File: src/rtl/fp32_div_seq_if.sv
// Request/result bundle for the sequential FP32 divider.
//
// Handshake: the master raises start with A/B stable; the divider accepts it
// only while idle (busy=0, done=0) and latches A/B on that clock edge. busy
// stays high while the operation is in flight. done is a one-cycle pulse and
// O/dz/nv are valid in that cycle; O/dz/nv then hold until the next done.
// start seen while busy or during the done cycle is dropped, not queued.
interface fp32_div_seq_if;
  logic        start;
  logic [31:0] A;
  logic [31:0] B;
  logic        busy;
  logic        done;
  logic [31:0] O;
  logic        dz;
  logic        nv;

  modport master (output start, A, B, input busy, done, O, dz, nv);
  modport slave  (input start, A, B, output busy, done, O, dz, nv);
endinterface

File: src/rtl/fp32_div_seq.sv
// Sequential IEEE-754 single-precision divider O = A / B.
// Restoring radix-2 mantissa division, one quotient bit per clock, fixed
// 29-cycle latency from accepted start to done, round to nearest even,
// denormal inputs and outputs flushed to signed zero.
module fp32_div_seq #(
  parameter logic [31:0] QNAN = 32'h7FC00000
) (
  input  logic          clk,
  input  logic          rst,
  fp32_div_seq_if.slave bus,
  output logic [2:0]    dbg_state_o
);

  typedef enum logic [2:0] {
    S_IDLE   = 3'd0,
    S_UNPACK = 3'd1,
    S_DIVIDE = 3'd2,
    S_ROUND  = 3'd3,
    S_DONE   = 3'd4
  } state_e;

  state_e state_q, state_d;
  logic [4:0] cnt_q, cnt_d;

  logic [31:0]       a_q, a_d, b_q, b_d;
  logic              sign_q, sign_d;
  logic signed [9:0] e_q, e_d;
  logic [24:0]       r_q, r_d;
  logic [23:0]       mb_q, mb_d;
  logic [25:0]       q_q, q_d;
  logic              spec_q, spec_d;
  logic [31:0]       spec_o_q, spec_o_d;
  logic              spec_dz_q, spec_dz_d, spec_nv_q, spec_nv_d;
  logic [31:0]       o_q, o_d;
  logic              dz_q, dz_d, nv_q, nv_d;

  // Unpack / divide / round intermediates
  logic [7:0]        ea, eb;
  logic [23:0]       ma, mb;
  logic              lt;
  logic              a_nan, b_nan, a_inf, b_inf, a_zero, b_zero, sgn;
  logic              ge;
  logic [24:0]       diff;
  logic              up;
  logic [24:0]       sum;
  logic [22:0]       frac;
  logic signed [9:0] e_r;

  // FSM next state; DIVIDE counts 25 down to 0 for 26 quotient bits
  always_comb begin
    state_d = state_q;
    cnt_d   = cnt_q;
    case (state_q)
      S_IDLE:   if (bus.start) state_d = S_UNPACK;
      S_UNPACK: begin
        state_d = S_DIVIDE;
        cnt_d   = 5'd25;
      end
      S_DIVIDE: begin
        if (cnt_q == 5'd0) state_d = S_ROUND;
        else               cnt_d   = cnt_q - 5'd1;
      end
      S_ROUND:  state_d = S_DONE;
      S_DONE:   state_d = S_IDLE;
      default:  state_d = S_IDLE;
    endcase
  end

  // Operand classification, mantissa step and rounding arithmetic
  always_comb begin
    ea     = a_q[30:23];
    eb     = b_q[30:23];
    sgn    = a_q[31] ^ b_q[31];
    a_nan  = (ea == 8'hFF) && (a_q[22:0] != 23'd0);
    b_nan  = (eb == 8'hFF) && (b_q[22:0] != 23'd0);
    a_inf  = (ea == 8'hFF) && (a_q[22:0] == 23'd0);
    b_inf  = (eb == 8'hFF) && (b_q[22:0] == 23'd0);
    a_zero = (ea == 8'h00);
    b_zero = (eb == 8'h00);
    ma     = {1'b1, a_q[22:0]};
    mb     = {1'b1, b_q[22:0]};
    lt     = ma < mb;

    // One restoring step: subtract when it fits, then shift the remainder
    ge   = r_q >= {1'b0, mb_q};
    diff = ge ? (r_q - {1'b0, mb_q}) : r_q;

    // Nearest-even on Q = {1.int, 23 frac, guard, round}, sticky from remainder
    up   = q_q[1] & (q_q[0] | (r_q != 25'd0) | q_q[2]);
    sum  = {1'b0, q_q[25:2]} + {24'd0, up};
    frac = sum[24] ? sum[23:1] : sum[22:0];
    e_r  = e_q + $signed({9'd0, sum[24]});
  end

  // Datapath next-state, everything holds unless its stage is active
  always_comb begin
    a_d       = a_q;
    b_d       = b_q;
    sign_d    = sign_q;
    e_d       = e_q;
    r_d       = r_q;
    mb_d      = mb_q;
    q_d       = q_q;
    spec_d    = spec_q;
    spec_o_d  = spec_o_q;
    spec_dz_d = spec_dz_q;
    spec_nv_d = spec_nv_q;
    o_d       = o_q;
    dz_d      = dz_q;
    nv_d      = nv_q;
    case (state_q)
      S_IDLE: begin
        if (bus.start) begin
          a_d = bus.A;
          b_d = bus.B;
        end
      end
      S_UNPACK: begin
        sign_d    = sgn;
        mb_d      = mb;
        r_d       = lt ? {ma, 1'b0} : {1'b0, ma};
        e_d       = $signed({2'b00, ea}) - $signed({2'b00, eb}) + 10'sd127
                    - $signed({9'd0, lt});
        q_d       = 26'd0;
        spec_d    = 1'b1;
        spec_dz_d = 1'b0;
        spec_nv_d = 1'b0;
        spec_o_d  = 32'd0;
        if (a_nan || b_nan) begin
          spec_o_d  = QNAN;
          spec_nv_d = 1'b1;
        end else if ((a_zero && b_zero) || (a_inf && b_inf)) begin
          spec_o_d  = QNAN;
          spec_nv_d = 1'b1;
        end else if (a_inf) begin
          spec_o_d = {sgn, 8'hFF, 23'd0};
        end else if (b_inf || a_zero) begin
          spec_o_d = {sgn, 31'd0};
        end else if (b_zero) begin
          spec_o_d  = {sgn, 8'hFF, 23'd0};
          spec_dz_d = 1'b1;
        end else begin
          spec_d = 1'b0;
        end
      end
      S_DIVIDE: begin
        q_d = {q_q[24:0], ge};
        r_d = diff << 1;
      end
      S_ROUND: begin
        dz_d = spec_dz_q;
        nv_d = spec_nv_q;
        if (spec_q)                  o_d = spec_o_q;
        else if (e_r >= 10'sd255)    o_d = {sign_q, 8'hFF, 23'd0};
        else if (e_r <= 10'sd0)      o_d = {sign_q, 31'd0};
        else                         o_d = {sign_q, e_r[7:0], frac};
      end
      default: ;
    endcase
  end

  // State and datapath registers; reset abandons any operation in flight
  always_ff @(posedge clk or posedge rst) begin
    if (rst) begin
      state_q   <= S_IDLE;
      cnt_q     <= 5'd0;
      a_q       <= 32'd0;
      b_q       <= 32'd0;
      sign_q    <= 1'b0;
      e_q       <= 10'sd0;
      r_q       <= 25'd0;
      mb_q      <= 24'd0;
      q_q       <= 26'd0;
      spec_q    <= 1'b0;
      spec_o_q  <= 32'd0;
      spec_dz_q <= 1'b0;
      spec_nv_q <= 1'b0;
      o_q       <= 32'd0;
      dz_q      <= 1'b0;
      nv_q      <= 1'b0;
    end else begin
      state_q   <= state_d;
      cnt_q     <= cnt_d;
      a_q       <= a_d;
      b_q       <= b_d;
      sign_q    <= sign_d;
      e_q       <= e_d;
      r_q       <= r_d;
      mb_q      <= mb_d;
      q_q       <= q_d;
      spec_q    <= spec_d;
      spec_o_q  <= spec_o_d;
      spec_dz_q <= spec_dz_d;
      spec_nv_q <= spec_nv_d;
      o_q       <= o_d;
      dz_q      <= dz_d;
      nv_q      <= nv_d;
    end
  end

  assign bus.busy    = (state_q == S_UNPACK) || (state_q == S_DIVIDE) || (state_q == S_ROUND);
  assign bus.done    = (state_q == S_DONE);
  assign bus.O       = o_q;
  assign bus.dz      = dz_q;
  assign bus.nv      = nv_q;
  assign dbg_state_o = state_q;

endmodule

File: src/flat_wrapper.sv
// flat-port wrapper written by rule: the top's interface ports become plain ports
module fp32_div_seq_flat 
#(
  parameter logic [31:0] QNAN = 32'h7FC00000
)
  (clk, rst, dbg_state_o, bus_start, bus_A, bus_B, bus_busy, bus_done, bus_O, bus_dz, bus_nv);
  fp32_div_seq_if bus_i ();
  input  logic clk;
  input  logic rst;
  output logic [2:0] dbg_state_o;
  input wire logic [$bits(bus_i.start)-1:0] bus_start;
  input wire logic [$bits(bus_i.A)-1:0] bus_A;
  input wire logic [$bits(bus_i.B)-1:0] bus_B;
  output wire logic [$bits(bus_i.busy)-1:0] bus_busy;
  output wire logic [$bits(bus_i.done)-1:0] bus_done;
  output wire logic [$bits(bus_i.O)-1:0] bus_O;
  output wire logic [$bits(bus_i.dz)-1:0] bus_dz;
  output wire logic [$bits(bus_i.nv)-1:0] bus_nv;
  assign bus_i.start = bus_start;
  assign bus_i.A = bus_A;
  assign bus_i.B = bus_B;
  assign bus_busy = bus_i.busy;
  assign bus_done = bus_i.done;
  assign bus_O = bus_i.O;
  assign bus_dz = bus_i.dz;
  assign bus_nv = bus_i.nv;
  fp32_div_seq #(.QNAN(QNAN)) u_core (.clk(clk), .rst(rst), .bus(bus_i), .dbg_state_o(dbg_state_o));
endmodule
File: config.mk
export PLATFORM = sky130hd
export DESIGN_NAME = fp32_div_seq_flat
export DESIGN_NICKNAME = d
export VERILOG_FILES = /design/src/rtl/fp32_div_seq_if.sv /design/src/rtl/fp32_div_seq.sv /design/src/flat_wrapper.sv
export SDC_FILE = /design/constraint.sdc
export NUM_CORES = 1
export LEC_CHECK = 0
export ABC_AREA = 1
export CAP_MARGIN = 20
export CORE_ASPECT_RATIO = 1.25
export CORE_MARGIN = 5
export CORE_UTILIZATION = 45
export CTS_CLUSTER_DIAMETER = 80
export DETAILED_ROUTE_END_ITERATION = 6
export DONT_BUFFER_PORTS = 1
export PLACE_DENSITY_LB_ADDON = 0.25
export RECOVER_POWER = 100
export SKIP_CTS_REPAIR_TIMING = 1
export SLEW_MARGIN = 10
export SYNTH_ARGS = -nofsm -noshare
export SYNTH_HDL_FRONTEND = slang
export SYNTH_SLANG_ARGS = --single-unit
File: constraint.sdc
create_clock -name clk -period 5.9 [get_ports clk]
set_input_delay 0.295 -clock clk [delete_from_list [all_inputs] [get_ports clk]]
set_output_delay 0.295 -clock clk [all_outputs]
set_load 0.005 [all_outputs]
==> flow_summary.yaml, run 1 <==
route:
  drtAntennaViolNets: 0
  drc_errors: 0
  avgViaCountPerCell: 5.26
  drt_iter0_markers: 559
  routedWlPerCell_um: 16.2
  vias: 11100
  drt-total-wl_mm: 34.2
  dr.pass1.iters: 5
power:
  vdd_ir_drop_max_uv: 298
  p_leak_nw: 7.19
  powerDensity_mw_per_mm2: 685
sta:
  rsz0062_at_grt: "false"
  fmax_ghz: 0.212
  slew_violations: 352
  fin_skew_ns: 0.0107
  min_period_ns: 4.72
  slew_headroom_pct: -84.6
  period_share_pct: 80.0
  setup_viol: 0
  tightest_slew_ns: 2.77
  hold_viol: 1
  whs_ns: -0.00310
  tns_ns: 0
worst_setup_path:
  critPathArrivalTime_ns: 5.09
  critical-path-slowest-cell: "nor2_1"
  cpMostUsedCell: "nand2_1"
  cp_num_buf_inv: 3
  crit_path_start_kind: "flip-flop"
  crit_type: "reg2reg"
  crit_chain: "nand2_1 -> inv_1 -> ha_1 -> nand3_1 -> nor2_4 -> nand2_2 -> nor2_1 -> nand4_1 -> nor2_1 -> nand2_1 -> inv_1 -> ha_1 -> ha_1 -> nand3_1 -> nor3_1 -> nand4_1 -> nand2_1 -> inv_1 -> nand3_4 -> nand2_4 -> nor2_1 -> nand2_1 -> o21ai_0"
  cp.required_ns: 6.27
  critPathMaxFanout: 17
  worstSetupEndpointType: "flip-flop"
  slowest_delay_ns: 0.75
  critPathTopFamily: "simple AND/OR/NAND/NOR gates"
yosys:
  ys_seq_elements: 197
  post_synth_num_cell_types: 49
  async_flop_share_pct: 100
  avgSynthCellArea_um2: 7.20
  synth_flop_cell: "dfrtp_1"
  syn_inst: 1768
  synth_nets: 1905
  netlist_area_mm2: 0.0127
  ys_seq_area_share_pct: 38.7
  synth_edf_count: 0
  yosys_warnings: 0
placed_design:
  port_buffers: 0
  dp_hpwl_mm: 26.0
  gp_congestion: 0.925
  dp.cells: 2068
flow_run:
  cap_violations: 5
clock_network:
  cts_buffer_depth: 2
  clock-sinks: 197
  numCtsBuffers: 17
  clkSlewWorstSetupHoldPaths_ns: 0.08
  cts_tree: "done"
  clock_latency_ns: 0.45
  cts_max_level: 4
  cts_root_buf: "clkbuf_16"
floorplan:
  fp.dieW_um: 160
  core_area_mm2: 0.0278
  initial_core_util_pct: 45.8
  rows: 68
  pin_count: 106
  die_h_um: 198
  die_area_mm2: 0.0318
run_status:
  violations: "hold timing, capacitance limit, slew limit"
  outcome: "complete, but fails checks"
worst_hold_path:
  hp-class: "in2reg"
final_layout:
  nNetsFinal: 1888
  area_delta_synth_final_pct: 7.28
  drive_gt1_share_pct: 4.25
  antennaDiodeCount: 0
  fin_cells: 2114
global_routing:
  gr-total-overflow: 0
  grt_pass1_vias: 10900
  grt_max_degree: 134
  antenna_found_initial: 0
  grt.total_usage_pct: 21.9
  grt_pass1_wl_mm: 56.2
## worst register-to-register path, delay by kind of cell (launching register included)
family	cells	cell delay [ns]
AND/OR/NAND/NOR	16	3.04
adder cells (fa/ha/maj)	3	0.77
flip-flops	1	0.37
buffers and inverters	3	0.27
AO/OA/AOI/OAI	1	0.20
## where the power goes
group / internal (W) / switching (W) / leakage, nW
sequential: 0.00188 / 0.000359 / 2.41
combinational: 0.00200 / 0.00387 / 4.47
clock: 0.000655 / 0.000600 / 0.310
total: 0.00453 / 0.00483 / 7.19
## synth_stat cells, types with 8 or more instances
cell	n	share of area, %
a21oi_1	102	4.0
buf_2	11	0.43
clkbuf_1	34	1.0
dfrtp_1	197	39
ha_1	67	6.6
inv_1	261	7.7
mux2_2	8	0.71
nand2_1	521	15
nand3_1	145	5.7
nand3b_1	11	0.65
nand4_1	57	2.8
nor2_1	134	3.9
nor3_1	20	0.79
o21ai_0	52	2.0
o22ai_1	28	1.4
xnor2_1	9	0.62
xor2_1	24	1.7
## area by class of cell
class                   count  area [µm²]
well taps                 350         438
fillers                  2747       14200
clock inverters            15         211
inverters                 268        1010
repair buffers             21         180
clock buffers              17         425
flip-flops and latches    197        4930
multi-input cells        1246        6470
## routing by layer
layer  part of all wire (%)  GRT usage, %  wire length, µm  up-vias
li1                       -             -                -     5638
met1                     42          25.9            14300     5137
met2                     49          38.4            16700      271
met3                    3.8          3.48             1300       68
met4                    5.4          11.5             1860        0
met5                      0             0                0        -
## worst paths after layout
path | from | end | slack (ns) | cells past startpoint
worst min-delay path | bus_A[13] | u_core.a_q[13] | -0.003 | 2
min in group asynchronous | rst | u_core.r_q[24] | 1.21 | 2
worst min register to register | u_core.cnt_q[0] | u_core.cnt_q[0] | 0.47 | 1
worst max-delay path | u_core.q_q[1] | u_core.bus.O[8] | 1.18 | 23
max in group asynchronous | rst | u_core.mb_q[22] | 2.06 | 3
worst max register to register | u_core.q_q[1] | u_core.bus.O[8] | 1.18 | 23
## through the flow
step / worst slack (ns) / utilization [%] / hold slack (ns) / total power (W) / instance area, µm²
after floorplan: 0.236 / - / 0.426 / 0.00672 / 12700
after global placement: 1.73 / 46.6 / 0.416 / 0.00804 / 13000
after detailed placement: 1.60 / 46.6 / 0.407 / 0.00811 / 13000
after CTS: 1.59 / 48.9 / -0.0732 / 0.00940 / 13600
after global routing: 0.609 / 49.1 / 0.0000323 / 0.0104 / 13700
final: 1.18 / 49.1 / -0.00310 / 0.00936 / 13700
## kinds of logic after synthesis
logic type	after synthesis	synth area share (%)
xor gates and xnor gates	34	2.40
muxes	8	0.707
DFF	197	38.7
AOI/OAI and AO/OA	207	8.88
and+or+nand+nor	927	32.1
adders and majority gates	70	7.05
buffers and inverters	325	10.2
## layout by cell type, fill, tap and decap left out, drive strengths merged, types with 28 or more instances in the layout
| cell type | n |
|---|---|
| a21oi | 105 |
| dfrtp | 197 |
| ha | 67 |
| inv | 274 |
| nand2 | 528 |
| nand3 | 150 |
| nand4 | 57 |
| nor2 | 142 |
| o21ai | 54 |
| o22ai | 28 |
## sequential cells by signal (all words and copies together) (netlist names)
signal and count:
u_core.bus.dz 1, u_core.spec_dz_q 1, u_core.dbg_state_o 3, u_core.spec_o_q 3, u_core.r_q 25, u_core.cnt_q 5
u_core.e_q 10, u_core.bus.nv 1, u_core.bus.O 32, u_core.spec_q 1, u_core.sign_q 1, u_core.a_q 32
u_core.b_q 32, u_core.mb_q 24, u_core.q_q 26
(Power assumes the default switching activity.)
==> run 2: changes to the inputs <==
--- a/config.mk
+++ b/config.mk
@@ -5,7 +5,7 @@
 export SDC_FILE = /design/constraint.sdc
 export NUM_CORES = 1
 export LEC_CHECK = 0
-export ABC_AREA = 1
+export ABC_AREA = 0
 export CAP_MARGIN = 20
 export CORE_ASPECT_RATIO = 1.25
 export CORE_MARGIN = 5
==> constraint.sdc (replaced) <==
create_clock -name clk -period 4.2 [get_ports clk]
set_input_delay 0.21 -clock clk [delete_from_list [all_inputs] [get_ports clk]]
set_output_delay 0.21 -clock clk [all_outputs]
set_load 0.005 [all_outputs]
==> flow_summary.yaml, run 2 <==
yosys:
  ys_seq_area_share_pct: 43.3
  post_synth_num_cell_types: 71
  ys_top_cells_by_area: "dfrtp_1 43%, ha_1 7.4%, nand2_1 5.2%"
  yosys_warnings: 0
  synth_top_area_share_pct: 43.3
  netlist_area_mm2: 0.0114
  muxShareOfSynthArea_pct: 6.92
  synth_nets: 1349
  synth_flop_cell: "dfrtp_1"
  yosys.area_share.simple_pct: 16.1
  netlist_top_cells_count: "197 x dfrtp_1, 158 x nand2_1, 105 x o21ai_0"
  synthAdderAreaFrac_pct: 7.89
  async_flop_share_pct: 100
  synth_compound_area_share_pct: 16.7
  synth_most_common_cell: "dfrtp_1"
  synth-xor-area-share_pct: 4.46
  synth_edf_count: 0
  syn_inst: 1212
  ys_seq_elements: 197
  yosysTopAreaCell: "dfrtp_1"
  synth_top_family_by_area: "compound AO/OA/AOI/OAI gates"
  avgSynthCellArea_um2: 9.39
global_routing:
  grt_pass1_wl_mm: 44.9
  grt.total_usage_pct: 19.1
  antenna_found_initial: 0
  gr-total-overflow: 0
  grt_max_degree: 173
  grt_pass1_vias: 8586
sta:
  min_period_ns: 3.92
  fmax_ghz: 0.255
  whs_ns: 0.414
  tightest_slew_ns: 2.34
  slew_headroom_pct: -56.0
  hold_viol: 0
  slew_violations: 297
  period_share_pct: 93.2
  tns_ns: 0
  fin_skew_ns: 0.0177
  setup_viol: 0
route:
  drc_errors: 0
  avgViaCountPerCell: 5.48
  drt-total-wl_mm: 27.8
  vias: 8834
  drt_iter0_markers: 515
  dr.pass1.iters: 5
  routedWlPerCell_um: 17.3
  drtAntennaViolNets: 0
run_status:
  outcome: "complete, but fails checks"
  violations: "capacitance limit, slew limit"
final_layout:
  layout_commonest_cell: "dfrtp_1"
  nNetsFinal: 1400
  area_delta_synth_final_pct: 14.4
  n_fill_cell: 2304
  finish.instance_area_mm2: 0.0130
  antennaDiodeCount: 0
  drive_gt1_share_pct: 8.46
  layout_common_cells: "197 x dfrtp_1, 158 x nand2_1, 105 x o21ai_0"
placed_design:
  dp_hpwl_mm: 19.8
  placed_area_mm2: 0.0117
  gp_congestion: 0.894
  port_buffers: 0
floorplan:
  die_area_mm2: 0.0286
  initial_core_util_pct: 45.3
  fp.dieW_um: 152
  pin_count: 106
  core_area_mm2: 0.0251
  die_h_um: 188
  rows: 65
clock_network:
  cts_tree: "done"
  cts_max_level: 4
  cts_buffer_depth: 2
  cts_root_buf: "clkbuf_16"
  numCtsBuffers: 17
  clock-sinks: 197
  clkSlewWorstSetupHoldPaths_ns: 0.08
  clock_latency_ns: 0.46
worst_setup_path:
  critPathMaxFanout: 9
  worstSetupEndpointType: "flip-flop"
  rr_worst_depth: 18
  critPathArrivalTime_ns: 4.25
  r2r_slack_ns: 0.28
  crit_type: "reg2reg"
  timing.rr.start: "u_core.q_q[2]"
  cp-startpoint: "u_core.q_q[2]"
  cp.required_ns: 4.53
  r2r_end: "u_core.bus.O[2]"
  crit_path_start_kind: "flip-flop"
worst_hold_path:
  hp-start: "bus_B[6]"
  min_to: "u_core.b_q[6]"
  hold_path_depth: 3
  hp-class: "in2reg"
flow_run:
  cap_violations: 3
## run 2: worst max-delay path, stage by stage (launching register included)
cell and delay, ns:
dfrtp_1 0.41, and2_1 0.17, ha_1 0.18, nand2_1 0.12
nor2_2 0.21, and4_2 0.31, and3_1 0.21, and3_1 0.19
ha_1 0.21, ha_2 0.24, xor2_1 0.18, and3_1 0.18
nand3_1 0.13, o41ai_4 0.46, nor3_4 0.10, buf_12 0.16
buf_4 0.13, nand2_1 0.09, o21ai_0 0.10
## run 2: worst max path at each step
stage | to | slack, ns | depth (start not counted)
2_1_floorplan | u_core.e_q[8] | 0.43 | 18
3_3_place_gp | u_core.bus.O[21] | -0.01 | 16
3_5_place_dp | u_core.bus.O[21] | -0.18 | 16
4_1_cts | u_core.bus.O[3] | -0.22 | 16
5_1_grt | u_core.bus.O[27] | -0.06 | 16
6_report | u_core.bus.O[2] | 0.28 | 18
## run 2: cell families (layout without fill, tap and decap cells)
family          after synthesis  count (layout)
simple gates                393             393
mux                          73              73
buf+inv                     135             199
compound gates              286             286
flops                       197             197
xor+xnor                     58              58
fa+ha+maj                    70              70
## run 2: final cells by class
cell class | count | area (µm²) | share of cell area (%)
inverters | 84 | 317 | 2.43
flip-flops and latches | 197 | 4930 | 37.9
multi-input cells | 880 | 5960 | 45.8
clock inverters | 15 | 176 | 1.36
well taps | 335 | 419 | 3.22
repair buffers | 83 | 793 | 6.09
clock buffers | 17 | 425 | 3.27
## run 2: routing by layer
metal	up-vias	GRT usage (%)	wire length, µm
met5	-	0	0
met3	42	3.99	1170
met2	175	30.6	13100
met4	0	6.57	747
met1	4224	26.0	12800
li1	4393	-	-
## run 2: stage by stage
stage | worst slack [ns] | util (%) | cells
detailed placement | -0.178 | 46.7 | 1511
global route | -0.0648 | 51.8 | 1611
floorplan | 0.432 | - | 1212
finish | 0.285 | 51.8 | 1611
global placement | -0.0124 | 46.7 | 1511
CTS | -0.221 | 49.1 | 1543
Power of run 2 is left out: the tool's default activity adds up to more than one toggle a clock period on the data nets, which glitch-free logic cannot reach.
==> run 3: changes to the inputs <==
--- a/config.mk
+++ b/config.mk
@@ -13,7 +13,7 @@
 export CTS_CLUSTER_DIAMETER = 80
 export DETAILED_ROUTE_END_ITERATION = 6
 export DONT_BUFFER_PORTS = 1
-export PLACE_DENSITY_LB_ADDON = 0.25
+export PLACE_DENSITY = 0.7
 export RECOVER_POWER = 100
 export SKIP_CTS_REPAIR_TIMING = 1
 export SLEW_MARGIN = 10
==> flow_summary.yaml, run 3 (synthesis results as in run 2) <==
run_status:
  outcome: "complete, but fails checks"
  violations: "capacitance limit, slew limit"
global_routing:
  antenna_found_initial: 0
  grt_pass1_vias: 8865
  grt_pass1_wl_mm: 45.4
  gr-total-overflow: 0
  grt_max_degree: 168
  grt.total_usage_pct: 19.3
worst_setup_path:
  crit_chain: "and2_1 -> ha_1 -> nand2_1 -> nor2_1 -> and4_1 -> and3_1 -> and3_1 -> ha_1 -> ha_1 -> xor2_1 -> and3_1 -> nand3_1 -> o41ai_2 -> a21oi_1 -> nor3_4 -> a221o_1"
  worstSetupEndpointType: "flip-flop"
  cp.required_ns: 4.58
  slowest_delay_ns: 0.50
  crit_type: "reg2reg"
  critPathArrivalTime_ns: 4.26
  crit_path_start_kind: "flip-flop"
  critical-path-slowest-cell: "o41ai_2"
  critPathTopFamily: "simple AND/OR/NAND/NOR gates"
  cp_num_buf_inv: 0
  critPathMaxFanout: 7
route:
  dr.pass1.iters: 5
  vias: 9124
  routedWlPerCell_um: 17.6
  drtAntennaViolNets: 0
  avgViaCountPerCell: 5.66
  drt-total-wl_mm: 28.3
  drc_errors: 0
  drt_iter0_markers: 478
final_layout:
  finish.instance_area_mm2: 0.0130
  drive_gt1_share_pct: 8.22
  layout_common_cells: "197 x dfrtp_1, 158 x nand2_1, 105 x o21ai_0"
  antennaDiodeCount: 0
  nNetsFinal: 1402
  area_delta_synth_final_pct: 14.4
  layout_commonest_cell: "dfrtp_1"
sta:
  period_share_pct: 92.4
  fin_skew_ns: 0.0137
  whs_ns: 0.422
  fin_ws_ns: 0.319
  slew_headroom_pct: -55.6
  tightest_slew_ns: 2.33
  slew_violations: 376
  hold_viol: 0
  fmax_ghz: 0.258
  setup_viol: 0
  min_period_ns: 3.88
floorplan:
  die_h_um: 188
  die_area_mm2: 0.0286
  core_area_mm2: 0.0251
  pin_count: 106
  initial_core_util_pct: 45.3
  fp.dieW_um: 152
  rows: 65
clock_network:
  clock_latency_ns: 0.45
  clkSlewWorstSetupHoldPaths_ns: 0.08
  cts_buffer_depth: 2
  cts_tree: "done"
  clock-sinks: 197
  numCtsBuffers: 17
  cts_max_level: 4
  cts_root_buf: "clkbuf_16"
placed_design:
  dp_hpwl_mm: 20.0
  placed_area_mm2: 0.0117
  pre_cts_slack_ns: -0.0286
  gp_congestion: 0.905
  port_buffers: 0
flow_run:
  cap_violations: 5
worst_hold_path:
  hp-class: "in2reg"
-- run 3: changes by cell type in the layout (fill, tap and decap cells not counted), moves of 2 or more --
cell       previous run  this run
buf_4                 8        11
bufinv_16             0         3
clkinv_8              3         1
inv_12                2         0
-- run 3: tightest hold or removal path, stage by stage --
cell and delay, ns:
dlygate4sd3_1 0.52, nand2_1 0.04, o21ai_0 0.06
-- run 3: worst paths after layout --
kind                                          to  slack [ns]             from  cells past startpoint
worst max-delay path            u_core.bus.O[28]        0.32    u_core.q_q[2]                     16
worst min-delay path              u_core.b_q[26]        0.42        bus_B[26]                      3
worst max register to register  u_core.bus.O[28]        0.32    u_core.q_q[2]                     16
worst min register to register   u_core.mb_q[23]        0.45  u_core.mb_q[23]                      2
max in group asynchronous         u_core.r_q[16]        0.68              rst                      3
min in group asynchronous         u_core.q_q[13]        0.53              rst                      2
-- run 3: routing by layer --
layer | track usage [%] | wire (µm)
met4 | 6.88 | 736
met1 | 25.2 | 12300
met3 | 3.97 | 1530
met5 | 0 | 0
met2 | 31.9 | 13800
-- run 3: final cells by class --
class | count | area [µm²]
flip-flops and latches | 197 | 4930
well taps | 335 | 419
repair buffers | 85 | 795
multi-input cells | 880 | 5920
fillers | 2231 | 12100
clock inverters | 15 | 211
clock buffers | 17 | 425
inverters | 84 | 317
-- run 3: metrics by stage --
step,setup TNS (ns),util [%],std cells
after CTS,-0.142,49.3,1545
after global routing,-1.02,51.8,1613
after global placement,0,46.8,1513
after detailed placement,-0.0329,46.8,1513
final,0,51.8,1613
after floorplan,0,-,1212
Power of run 3 is left out for the same reason.
